--- config.mk ---
export PLATFORM = sky130hd
export DESIGN_NAME = nn_layer_sequencer
export DESIGN_NICKNAME = d
export VERILOG_FILES = /design/src/rtl/nn_layer_sequencer.sv
export SDC_FILE = /design/constraint.sdc
export NUM_CORES = 1
export LEC_CHECK = 0
export ABC_AREA = 1
export CELL_PAD_IN_SITES_DETAIL_PLACEMENT = 0
export CELL_PAD_IN_SITES_GLOBAL_PLACEMENT = 1
export CORE_MARGIN = 3
export CORE_UTILIZATION = 36
export CTS_CLUSTER_DIAMETER = 30
export DETAILED_ROUTE_END_ITERATION = 6
export HOLD_SLACK_MARGIN = 0.03
export PLACE_DENSITY_LB_ADDON = 0.08
export SYNTH_ARGS = -nofsm -noshare
export SYNTH_HDL_FRONTEND = slang
export SYNTH_SLANG_ARGS = --single-unit
--- constraint.sdc ---
create_clock -name clk -period 2.1 [get_ports clk]
set_clock_uncertainty 0.05 [all_clocks]
set_input_delay 0.315 -clock clk [delete_from_list [all_inputs] [get_ports clk]]
set_output_delay 0.315 -clock clk [all_outputs]
set_load 0.005 [all_outputs]
--- src/rtl/nn_layer_sequencer.sv ---
// Phase controller for the two-layer NN coprocessor: sequences MUL1 -> SIG -> MUL2 -> OUT,
// steers the shared RES/SIG RAM ports, enforces a per-stage timeout and records run latency.
module nn_layer_sequencer #(
  parameter int TIMEOUT_CYCLES = 4096,
  parameter int TO_W           = 13,
  parameter int CNT_W          = 16
) (
  input  logic             clk,
  input  logic             rst,
  input  logic             go,
  output logic             busy,
  output logic             done,
  output logic             error,
  output logic [CNT_W-1:0] run_cycles,
  output logic             Start_Multiply1,
  input  logic             End_Multiply1,
  output logic             Start_Sigmoid,
  input  logic             End_Sigmoid,
  output logic             Start_Multiply2,
  input  logic             End_Multiply2,
  output logic             Start_Output,
  input  logic             End_Output,
  output logic             res_port_sel,
  output logic             sig_port_sel
);

  typedef enum logic [5:0] {
    S_IDLE = 6'b000001,
    S_MUL1 = 6'b000010,
    S_SIG  = 6'b000100,
    S_MUL2 = 6'b001000,
    S_OUT  = 6'b010000,
    S_ERR  = 6'b100000
  } state_t;

  localparam int              TO_W1    = TO_W + 1;
  localparam logic [TO_W:0]   TO_LIMIT = TO_W1'(TIMEOUT_CYCLES);
  localparam logic            TO_EN    = (TIMEOUT_CYCLES != 0);
  localparam logic [TO_W:0]   TO_ONE   = {{TO_W{1'b0}}, 1'b1};
  localparam logic [CNT_W-1:0] CNT_ONE = {{(CNT_W-1){1'b0}}, 1'b1};
  localparam logic [CNT_W-1:0] CNT_MAX = {CNT_W{1'b1}};

  state_t           state_r;
  state_t           state_next_s;
  logic [TO_W-1:0]  to_r;
  logic [TO_W:0]    to_inc_s;
  logic             timeout_hit_s;
  logic             in_stage_s;
  logic             go_accept_s;
  logic             run_done_s;
  logic [CNT_W-1:0] cnt_r;
  logic [CNT_W-1:0] cnt_sat_inc_s;

  logic             busy_r;
  logic             done_r;
  logic             error_r;
  logic [CNT_W-1:0] run_cycles_r;
  logic             start_mul1_r;
  logic             start_sig_r;
  logic             start_mul2_r;
  logic             start_out_r;
  logic             res_sel_r;
  logic             sig_sel_r;

  // Stage exit: the stage's own End wins over a simultaneous timeout.
  function automatic state_t stage_advance(input logic end_i, input logic hit_i,
                                           input state_t nxt_i, input state_t cur_i);
    state_t res;
    if (end_i) begin
      res = nxt_i;
    end else if (hit_i) begin
      res = S_ERR;
    end else begin
      res = cur_i;
    end
    return res;
  endfunction

  assign in_stage_s    = (state_r == S_MUL1) || (state_r == S_SIG) ||
                         (state_r == S_MUL2) || (state_r == S_OUT);
  assign to_inc_s      = {1'b0, to_r} + TO_ONE;
  assign timeout_hit_s = TO_EN && (to_inc_s == TO_LIMIT);
  assign cnt_sat_inc_s = (cnt_r == CNT_MAX) ? CNT_MAX : (cnt_r + CNT_ONE);

  // Next-state decode; End inputs of non-active stages are never looked at.
  always_comb begin
    state_next_s = state_r;
    go_accept_s  = 1'b0;
    run_done_s   = 1'b0;
    case (state_r)
      S_IDLE: begin
        if (go) begin
          state_next_s = S_MUL1;
          go_accept_s  = 1'b1;
        end else begin
          state_next_s = S_IDLE;
        end
      end
      S_MUL1: state_next_s = stage_advance(End_Multiply1, timeout_hit_s, S_SIG, S_MUL1);
      S_SIG:  state_next_s = stage_advance(End_Sigmoid, timeout_hit_s, S_MUL2, S_SIG);
      S_MUL2: state_next_s = stage_advance(End_Multiply2, timeout_hit_s, S_OUT, S_MUL2);
      S_OUT: begin
        if (End_Output) begin
          state_next_s = S_IDLE;
          run_done_s   = 1'b1;
        end else if (timeout_hit_s) begin
          state_next_s = S_ERR;
        end else begin
          state_next_s = S_OUT;
        end
      end
      S_ERR:   state_next_s = S_ERR;
      default: state_next_s = S_ERR;
    endcase
  end

  // State register.
  always_ff @(posedge clk) begin
    if (rst) begin
      state_r <= S_IDLE;
    end else begin
      state_r <= state_next_s;
    end
  end

  // Stage timeout counter: cleared on every stage entry and outside stages.
  always_ff @(posedge clk) begin
    if (rst) begin
      to_r <= {TO_W{1'b0}};
    end else if ((state_next_s != state_r) || !in_stage_s) begin
      to_r <= {TO_W{1'b0}};
    end else begin
      to_r <= to_inc_s[TO_W-1:0];
    end
  end

  // Run counter (saturating) and latched latency of the last completed run.
  always_ff @(posedge clk) begin
    if (rst) begin
      cnt_r        <= {CNT_W{1'b0}};
      run_cycles_r <= {CNT_W{1'b0}};
    end else begin
      if (go_accept_s) begin
        cnt_r <= {CNT_W{1'b0}};
      end else if (in_stage_s) begin
        cnt_r <= cnt_sat_inc_s;
      end else begin
        cnt_r <= cnt_r;
      end
      if (run_done_s) begin
        run_cycles_r <= cnt_sat_inc_s;
      end else begin
        run_cycles_r <= run_cycles_r;
      end
    end
  end

  // Registered outputs decoded from the next state, so Starts and sels move on the same edge.
  always_ff @(posedge clk) begin
    if (rst) begin
      busy_r       <= 1'b0;
      done_r       <= 1'b0;
      error_r      <= 1'b0;
      start_mul1_r <= 1'b0;
      start_sig_r  <= 1'b0;
      start_mul2_r <= 1'b0;
      start_out_r  <= 1'b0;
      res_sel_r    <= 1'b0;
      sig_sel_r    <= 1'b0;
    end else begin
      busy_r       <= (state_next_s != S_IDLE);
      done_r       <= run_done_s;
      error_r      <= (state_next_s == S_ERR);
      start_mul1_r <= (state_next_s == S_MUL1);
      start_sig_r  <= (state_next_s == S_SIG);
      start_mul2_r <= (state_next_s == S_MUL2);
      start_out_r  <= (state_next_s == S_OUT);
      res_sel_r    <= (state_next_s == S_SIG);
      sig_sel_r    <= (state_next_s == S_MUL2);
    end
  end

  assign busy            = busy_r;
  assign done            = done_r;
  assign error           = error_r;
  assign run_cycles      = run_cycles_r;
  assign Start_Multiply1 = start_mul1_r;
  assign Start_Sigmoid   = start_sig_r;
  assign Start_Multiply2 = start_mul2_r;
  assign Start_Output    = start_out_r;
  assign res_port_sel    = res_sel_r;
  assign sig_port_sel    = sig_sel_r;

endmodule

======== Yosys cells after proc, flatten, opt, wreduce, memory -nomap -nowiden ========
Cells that the tools add are included.
word-level totals
  bits in registers ....................... 58
  bits of input ports ..................... 7
  word-level logic and storage cells ...... 49
operators by class
  $add $sub $neg .......................... 2
  eq/ne operators ......................... 14
  multiplexer cells ....................... 15
  reductions and logical operators ........ 7
operator list
  kind                                                                     count
  6-bit two-way mux                                                        8
  6-bit one-hot mux with 5 select lines                                    1
  16-bit by 1-bit adder with 16-bit output, second input constant          1
  16-bit equality test, second input constant                              1
  16-bit two-way mux                                                       1
  13-bit by 1-bit adder with 14-bit output, second input constant          1
  14-bit by 13-bit equality test with 1-bit output, second input constant  1
  6-bit by 2-bit equality test with 1-bit output, second input constant    2
  6-bit by 3-bit equality test with 1-bit output, second input constant    2
  6-bit by 4-bit equality test with 1-bit output, second input constant    2
  6-bit by 5-bit equality test with 1-bit output, second input constant    2
  6-bit by 1-bit equality test with 1-bit output, second input constant    1
  6-bit equality test, second input constant                               1
  6-bit by 1-bit != test with 1-bit output, second input constant          1
  6-bit != test                                                            1
  1-bit logical OR                                                         4
  1-bit two-way mux                                                        4
  2-bit OR reduction                                                       2
  2-bit two-way mux                                                        1
  1-bit zero test                                                          1

======== Longest topological paths before layout ========
  depth after elaboration ................. 8
  gate-level depth with buffers ........... 17
  depth with buffers taken out ............ 16

======== Least setup slack after synthesis ========
OpenSTA, ideal clock, no wires.
  path type ............................... flip-flop to flip-flop
  start ................................... register to_r[0]
  end ..................................... register to_r[10]
  data arrival time ....................... 1.864 ns
  data required time ...................... 1.938 ns
  path slack .............................. 0.074 ns
  stages on the path, launching flop included .. 14
  cell sequence ........................... dfxtp_1 ha_1 nand2_2 nor2_2 nand3_2 nand2_2 nand2_1 nor2_2 nand3_4 a2bb2oi_1 nor2_2 nand2_2 buf_6 nor2_2
between the ends
  word-level cells in the longest chain between the ends .. 8
  elaborated cells between the ends (all ways) .. 14
  those cells by class .................... add/sub (1); eq/ne (2); mux (9); reduce/logical (2)
RTL lines
  what                                              line     RTL
  from (decl)                                       45       logic [TO_W-1:0] to_r;
  from (signal assigned)                            129      to_r <= {TO_W{1'b0}};
  from (signal assigned)                            131      to_r <= {TO_W{1'b0}};
  from (signal assigned)                            133      to_r <= to_inc_s[TO_W-1:0];
  13-bit by 1-bit adder with 14-bit output (*)      81       assign to_inc_s = {1'b0, to_r} + TO_ONE;
  14-bit by 13-bit equality test with 1-bit output  82       assign timeout_hit_s = TO_EN && (to_inc_s == TO_LIMIT);
  6-bit two-way mux, on equally long branches       71, 106
  6-bit two-way mux, on equally long branches       69, 103
  6-bit one-hot mux with 5 select lines             90       case (state_r)
  6-bit != test                                     130      end else if ((state_next_s != state_r) || !in_stage_s) begin
  1-bit logical OR                                  130
  2-bit OR reduction (no source line)               --
Every way passes the cells marked *; elsewhere a longest branch is shown, timed or not.
A chain may end at the register's enable or synchronous reset.

======== Final worst setup path ========
  start ................................... register to_r[0]
  end ..................................... register to_r[5]
The elaborated chain is that of the path after synthesis.

==> summary.md <==
| Metric | Value |
|---|---|
| Routed Antenna Nets | 0 |
| Hold Path Class | flop to flop |
| Cts hold-fix bufs | 0 |
| Max-slew headroom | 35.17% |
| Setup WS post-layout | -0.05030 ns |
| Hold Vio Cnt, Final | 0 |
| RSZ-0062 raised after global routing | yes |
| Minimum clock period | 2.150 ns |
| DP HPWL | 4.392 mm |
| Post-Place Cell Area | 3373 sq um |
| DRC viols | 0 |
| Pleak | 0.001526 uW |
| Status | finished with violations |
| Antenna violations before repair | 0 |
| Mapped Area | 2877 sq um |
| Critical setup path kind | flop to flop |
| Design area | 3792 sq um |
| Final period util | 102.4% |
| Die ar. | 9099 sq um |
| Worst Path Arrival | 2.33 ns |
| Register area share after synthesis | 40.37% |
| Largest cells by area after synthesis | dfxtp_1 40%, inv_1 8.4%, nand2_1 7.2% |
| Gate Count Post-Synth | 405 |
| Area of the multi-input gates | 1500 sq um |
| PD cells | 609.4 nW/um^2 |
| Drt total wl | 6.424 mm |
| Port Buffer Count | 31 |
| CTS clk-pin slew, worst paths | 0.06 ns |
| Global-route wire length before repair | 10.78 mm |
| FF+latch count, synth | 58 |
| Starting density of the core | 38.43% |
| Final Slew Violations | 0 |
| Area Overhead vs Synth | 31.84% |
| Hold_ws | 0.4530 ns |
| Distinct cells, synth | 31 |
| Initial DRC count | 47 |
| Number of fillers in the final layout | 749 |
| CTS root buf | clkbuf_8 |
| Nets@finish | 468 |
| Gr ovfl total | 0 |
| Core footprint | 7486 sq um |
| Total CTS buffers | 9 |
| Drt pass-1 iters | 4 |
| Failing checks | setup timing |
| Routability congestion estimate | 0.8052 |
| Vias | 2587 |
| Synth Warn # | 0 |
| Worst-Skew Late Latency | 0.33 ns |
| Setup violations, final | 13 |
| Site Rows | 31 |
| CTS tree | done |
| Commonest non-fill, non-tap cell in the layout | inv_1 |
| CP Capture Type | flop |
| Commonest cells after routing, fill and taps aside | 62 x inv_1, 53 x dfxtp_1, 51 x nand2_1 |
| Largest net degree at the start of global routing | 34 |
| Syn_nets | 415 |
| Synth top area share | 40.37% |
| CTS sink cnt | 58 |
| MaxCap Viol Count | 0 |
| H-tree Lvls | 3 |
| Chip height | 95.39 um |
| Diode count | 0 |
| Worst EP required | 2.28 ns |
| Vias/cell | 4.611 |
| Clock Path Buffers | 2 |
| Max Freq | 465.1 MHz |
| Vias in the first global route | 2432 |
| I/O Pins | 32 |
| Slew @ Worst Pin | 0.9689 ns |
| Avg Synthesized Cell Area | 7.102 sq um |
| Avg WL per Cell | 11.45 um |
| All-Layer GR Usage | 15.02% |
| Ratio of cells with drive above 1 in the final layout | 20.78% |
| Horiz. Die Dim | 95.39 um |
| CP Launch Type | flop |
| Crit path max fanout | 7 |
| Peak supply drop | 0.4141 mV |
| Final Power | 2311 uW |
| Leading area contributor after synthesis | dfxtp_1 |
| Register area | 1170 sq um |
area by class of cell:
cell class	count	share of cell area, %
clock inverters	2	0.9238
repair buffers	55	14.45
inverters	65	6.499
flip-flops and latches	58	30.85
multi-input cells	269	39.56
clock buffers	13	4.454
well taps	99	3.266
routing by layer:
layer / wire length (um) / track usage, %
met1: 3138 / 18.49
met2: 3001 / 24.84
met3: 213 / 4.972
met4: 70 / 4.621
met5: 0 / 0
repair_timing:
item	in CTS	in global routing
pin swaps	3	17
gates resized for setup	10	24
buffers inserted	1	7
endpoints found under the setup margin	13	45
cloned	0	1
through the flow:
stage               util, %  setup TNS [ns]  instances  worst slack, ns
floorplan                 -               0        405          0.07436
global placement      45.06          -1.673        537          -0.1393
detailed placement    45.06          -1.653        537          -0.1239
CTS                   48.44       -0.008736        553        -0.004690
global route          50.66          -3.905        561          -0.1874
finish                50.66         -0.5112        561         -0.05030
worst paths after layout:
path                 start             to  slack (ns)  depth (start not counted)
max                to_r[0]        to_r[5]       -0.05                         18
max reg2reg        to_r[0]        to_r[5]       -0.05                         18
min reg2reg  run_cycles[1]  run_cycles[1]        0.45                          2
min          run_cycles[1]  run_cycles[1]        0.45                          2
sequential cells by signal (all words and copies together), names as in the netlist, 6 cells and up:
register / count
run_cycles: 16
to_r: 13
cnt_r: 16
state_r: 6
Yosys cell counts, drive strengths merged:
| master | number |
|---|---|
| or2 | 2 |
| clkbuf | 8 |
| dfxtp | 58 |
| nand3b | 2 |
| a22oi | 1 |
| o21ai | 29 |
| inv | 65 |
| ha | 3 |
| o2111ai | 1 |
| buf | 5 |
| o211ai | 9 |
| a21oi | 34 |
| a2bb2oi | 2 |
| nor3 | 8 |
| nor3b | 1 |
| xnor2 | 1 |
| nand4 | 7 |
| nor2 | 68 |
| nand3 | 26 |
| xor2 | 8 |
| nand2 | 67 |
kinds of logic after synthesis:
kind of cell    synth area share (%)
xor+xnor                       2.740
simple gates                   30.36
buf+inv                        10.74
flops                          40.37
compound gates                 14.48
fa+ha+maj                      1.305
power by group:
part	switching (uW)	internal (uW)	leakage, uW	total (uW)
logic	67.3	50.2	0.000949	117
registers	12.4	1120	0.000472	1130
clock network	426	637	0.000106	1060
critical path, stage by stage (launching register included):
cell and delay, ns:
dfxtp_2 0.36, buf_6 0.13, inv_4 0.03, nor2_4 0.23
buf_6 0.13, nand3_1 0.06, nand2_1 0.07, nand2_1 0.06
inv_2 0.06, nand2_1 0.08, inv_2 0.08, nand3_4 0.12
nand2_4 0.10, nand3_2 0.07, nand2_2 0.07, nor2_2 0.04
nand2_2 0.11, clkbuf_16 0.17, nor2_2 0.03
(Power assumes the default switching activity.)
==> variant 1 (config.mk and constraints unchanged) <==
`TIMEOUT_CYCLES`: 4096 -> 2048.
--- a/src/rtl/nn_layer_sequencer.sv
+++ b/src/rtl/nn_layer_sequencer.sv
@@ -2,5 +2,5 @@
 // steers the shared RES/SIG RAM ports, enforces a per-stage timeout and records run latency.
 module nn_layer_sequencer #(
-  parameter int TIMEOUT_CYCLES = 4096,
+  parameter int TIMEOUT_CYCLES = 2048,
   parameter int TO_W           = 13,
   parameter int CNT_W          = 16
Formal check against the unedited RTL: no difference found for any inputs over 10 cycles, from zero or initial values and one cycle with rst high; that may be too few to reach the edited logic, so the function may still have changed.
==> variant 1 against the unedited design <==
Global-route usage is 0.37 points higher. Total power is 3.0% lower. Routed wire length fell by 0.93%. Die area up 0.65%. Setup slack gained 0.13 ns. Non-clock buffer count shrank 10. Final area is 2.9% lower. Sequential cell count stayed put. Area after synthesis up 0.70%. Critical endpoint is now to_r[1]. Largest cell class unchanged. Largest power group unchanged.
==> variant 1: results (changes against the unedited design) <==
Placed design
  • Pre-CTS WS: -0.0225 ns (+0.101 ns)
  • Post-DP HPWL: 4.45 mm (+1.4%)
  • Count of input and output buffers: 31 (unchanged)
  • Placed Cells: 526 (-2.0%)
  • Routability cong.: 0.785 (-2.5%)

Drt
  • Metal-1 WL: 3.21 mm (+2.2%)
  • Routed WL: 6.36 mm (-0.93%)
  • Drt pass-1 iters: 4 (unchanged)
  • First DRT Iteration DRCs: 106 (+130%)
  • Vias: 2544 (-1.7%)
  • Via density: 4.67 (+1.2%)
  • Metal2 WL: 2.92 mm (-2.8%)
  • DR WL met3: 148 um (-31%)

Critical path
  • R2R cell count: 14 (-4)
  • FF-to-FF End: to_r[1]
  • CP arrival: 2.20 ns (-0.13 ns)
  • CP max FO: 6 (-1)
  • R2r startpoint: to_r[1]
  • Flop2flop setup slack: 0.08 ns (+0.13 ns)

Synth
  • Syn_area_per_cell: 7.30 um^2 (+2.7%)
  • Post-synthesis mux area share: 0% (unchanged)
  • Ranking of synthesized cells by area: dfxtp_1 40%, inv_1 7.4%, nand2_1 7.4%
  • Synth top cells by count: 58 x dfxtp_1, 57 x inv_1, 57 x nand2_1
  • Netlist cell types: 34 (+9.7%)
  • Ys async rst share: 0% (unchanged)
  • Synth Area in XOR/XNOR: 3.02% (+0.28 points)
  • Seq/Total Area, Yosys: 40.1% (-0.28 points)
  • Post-Synth Adder-Cell Area: 1.30% (-0.0090 points)
  • Compound-gate portion of the synthesized area: 14.3% (-0.14 points)
  • Ys Warns: 0 (unchanged)
  • Post-Syn Nets: 407 (-1.9%)
  • Primary FF master, synth: dfxtp_1

GRT
  • Total GRT Usage: 15.4% (+0.37 points)
  • Largest net degree at the start of global routing: 34 (unchanged)
  • Vias in the first global route: 2386 (-1.9%)
  • First-pass GRT wire length: 10.9 mm (+1.1%)
  • Initial antenna violation count: 0 (unchanged)

Clock tree
  • H-tree depth: 3 (unchanged)
  • Reg clk slew, reported paths: 0.07 ns
  • Clock Path Buffers: 2 (unchanged)
  • Root buffer cell: clkbuf_8
  • Worst-Skew Late Latency: 0.33 ns (about the same)

Power and ir drop
  • P_leak: 1.45 nW (-4.8%)
  • Peak supply drop: 368 uV (-11%)

Cells and area
  • Layout cells sized above 1: 18.5% (-2.3 points)
  • Diode count: 0 (unchanged)
  • Fillers: 812 (+8.4%)
  • # nets final: 449 (-4.1%)

STA
  • Max frequency: 494 MHz (+6.2%)
  • Least-Margin Pin Slew: 0.600 ns (-0.369 ns)

Hold path
  • Min-delay src: run_cycles[4]
  • Hold path endpoint: run_cycles[4]

Outcome
  • Status: finished, final reports clean
variant 1: cell types whose count changed in the layout (fill, tap and decap cells not counted), moves of 3 or more:
| cell | delta |
|---|---|
| nand3_2 | -3 |
| nor2_1 | -5 |
| buf_4 | -9 |
| inv_1 | -5 |
| nand3_1 | -3 |
| nor2_2 | -5 |
| nor3_1 | +3 |
| nor2_4 | -3 |
| nor3_2 | +8 |
variant 1: worst max-delay path, cell delays in order (launching register included):
cell and delay (ns):
dfxtp_4 0.36, ha_4 0.17, buf_4 0.13, nand2_1 0.05, nand2_1 0.06, nor2_1 0.08
nand2_1 0.08, nor2_2 0.11, nor3b_2 0.23, nand3_2 0.12, nand2_1 0.08, nand2_1 0.06
nand2_2 0.12, clkbuf_16 0.17, nor3_1 0.04
variant 1: area by class of cell:
type	count	area, um^2	share of cell area (%)
Sequential cell	58	1170	31.7
Timing Repair Buffer	45	478	13.0
Inverter	60	225	6.12
Multi-Input combinational cell	265	1500	40.7
Clock buffer	12	145	3.94
Clock inverter	3	40.0	1.09
Tap cell	102	128	3.47
variant 1: worst max-delay path by stage:
| stage | startpoint | depth (start not counted) | end |
|---|---|---|---|
| 4_1_cts | to_r[0] | 14 | to_r[10] |
| 5_1_grt | to_r[1] | 15 | to_r[1] |
| 2_1_floorplan | to_r[0] | 15 | to_r[10] |
| 3_3_place_gp | to_r[0] | 15 | to_r[0] |
| 3_5_place_dp | to_r[0] | 15 | to_r[0] |
| 6_report | to_r[1] | 14 | to_r[1] |
variant 1: metal layers:
layer  up-vias  GRT usage, %
met5         -             0
li1       1374             -
met1      1140          20.2
met4         0          6.40
met3         7          4.07
met2        23          23.9
variant 1: kinds of logic after synthesis:
family | Yosys count
xor+xnor | 10
simple gates | 177
compound gates | 75
flops | 58
buf+inv | 74
fa+ha+maj | 3
variant 1: repair_timing:
action	CTS	global route
pin swaps	3	14
gates cloned	0	1
gates resized for setup	1	22
setup endpoints to repair	13	38
setup buffers	1	2
variant 1: metrics by stage:
step / setup TNS (ns) / cell area [um^2] / hold slack [ns]
2_1_floorplan: 0 / 2900 / 0.334
3_3_place_gp: -0.0186 / 3370 / 0.429
3_5_place_dp: -0.147 / 3370 / 0.433
4_1_cts: 0 / 3570 / 0.455
5_1_grt: -0.937 / 3680 / 0.480
6_report: 0 / 3680 / 0.449
variant 1: report_power, final:
group	internal, mW	total (mW)	switching (mW)
logic	0.0469	0.115	0.0681
clock network	0.571	0.996	0.426
registers	1.12	1.13	0.0118
total	1.74	2.24	0.505
==> variant 2 (same settings) <==
Made on the original files. Remove the register `start_out_r`: a continuous assignment takes its place, so the output `Start_Output` follows one clock earlier.
--- a/src/rtl/nn_layer_sequencer.sv
+++ b/src/rtl/nn_layer_sequencer.sv
@@ -165,5 +165,4 @@
       start_sig_r  <= 1'b0;
       start_mul2_r <= 1'b0;
-      start_out_r  <= 1'b0;
       res_sel_r    <= 1'b0;
       sig_sel_r    <= 1'b0;
@@ -175,9 +174,10 @@
       start_sig_r  <= (state_next_s == S_SIG);
       start_mul2_r <= (state_next_s == S_MUL2);
-      start_out_r  <= (state_next_s == S_OUT);
       res_sel_r    <= (state_next_s == S_SIG);
       sig_sel_r    <= (state_next_s == S_MUL2);
     end
   end
+
+  assign start_out_r = (state_next_s == S_OUT);
 
   assign busy            = busy_r;
Check against the original RTL: not equivalent (Yosys sat finds a counterexample within 4 cycles, from zero or initial values and one cycle with rst high).
==> variant 2 against the unedited design <==
The flow still finishes with violations (negative setup slack). Final area grew 0.16%. Sequential cell count down 1. Area after synthesis down 2.2%. Routed wire length rose by 2.9%. Count of clock-buffer cells in the layout is 2 lower. Worst hold slack worse by 0.0042 ns. Maximum frequency decreased by 6.9%. Via count up 0.77%. Total power down 3.6%. Combinational power increased by 29%. Synthesized cell count decreased by 4.2%. Setup slack worse by 0.16 ns. Critical path type is now flip-flop to output pin.
==> variant 2: results (changes against the unedited design) <==
Power and ir drop
  • Power Internal: 1.70 mW (-5.8%)
  • P_leak: 1.52 nW (-0.50%)

STA
  • Worst setup margin: -0.209 ns (-0.159 ns)
  • # setup viols final: 14 (+1)
  • Tightest hold margin: 0.449 ns (-0.00422 ns)

Cells and area
  • Register Area: 0.00114 mm^2 (-2.1%)
  • Data buffer area share: 16.9% (+2.4 points)
  • # nets final: 462 (-1.3%)
  • Clock network area share: 4.64% (-0.73 points)
  • Layout cells sized above 1: 21.7% (+0.93 points)

Clock tree
  • Post_cts resized: 21 (+11)
  • Post-CTS Setup Repair Bufs: 3 (+2)
  • Sink Count: 57 (-1.7%)

Critical path
  • CP max FO: 5 (-2)
  • FF-to-FF End: to_r[12]

Synth
  • Ranking of synthesized cells by area: dfxtp_1 41%, nand2_1 7.9%, inv_1 7.5%
  • Synth top cells by count: 59 x nand2_1, 57 x dfxtp_1, 56 x inv_1

Outcome
  • Status: finished, violations left
  • Violated checks: negative setup slack

Hold path
  • Min-delay src: run_cycles[7]

Drt
  • DR WL met3: 186 um (-13%)
  • Metal2 WL: 3.18 mm (+6.0%)

GRT
  • First-pass GRT wire length: 11.1 mm (+3.0%)
  • Routing usage on met2: 26.5% (+1.6 points)

Placed design
  • Post-DP HPWL: 4.53 mm (+3.2%)
  • Pre-CTS WS: -0.264 ns (-0.140 ns)
==> variant 2: cell types whose count changed after synthesis, sizes merged, moves of 3 or more <==
cell / unedited run / this run
nand4: 7 / 10
inv: 65 / 56
nand2: 67 / 62
nor2: 68 / 53
nand3: 26 / 19
nor3: 8 / 21
==> variant 2: kinds of logic after synthesis <==
group                      Yosys count  share of synthesized area [%]
buffers and inverters               70                           10.1
AOI/OAI and AO/OA                   78                           15.0
adders and majority gates            3                           1.33
xor gates and xnor gates            10                           3.11
and+or+nand+nor                    170                           29.8
DFF                                 57                           40.6
==> variant 2: per-stage QoR <==
step                setup TNS [ns]  util [%]  instances  total power [mW]  area (um^2)
floorplan                        0         -        388              1.22         2810
global placement            -0.242      46.5        535              1.29         3440
detailed placement          -0.274      46.5        535              1.29         3440
CTS                         -0.509      50.3        554              2.27         3730
global route                 -2.40      51.3        555              2.33         3800
finish                      -0.468      51.3        555              2.23         3800
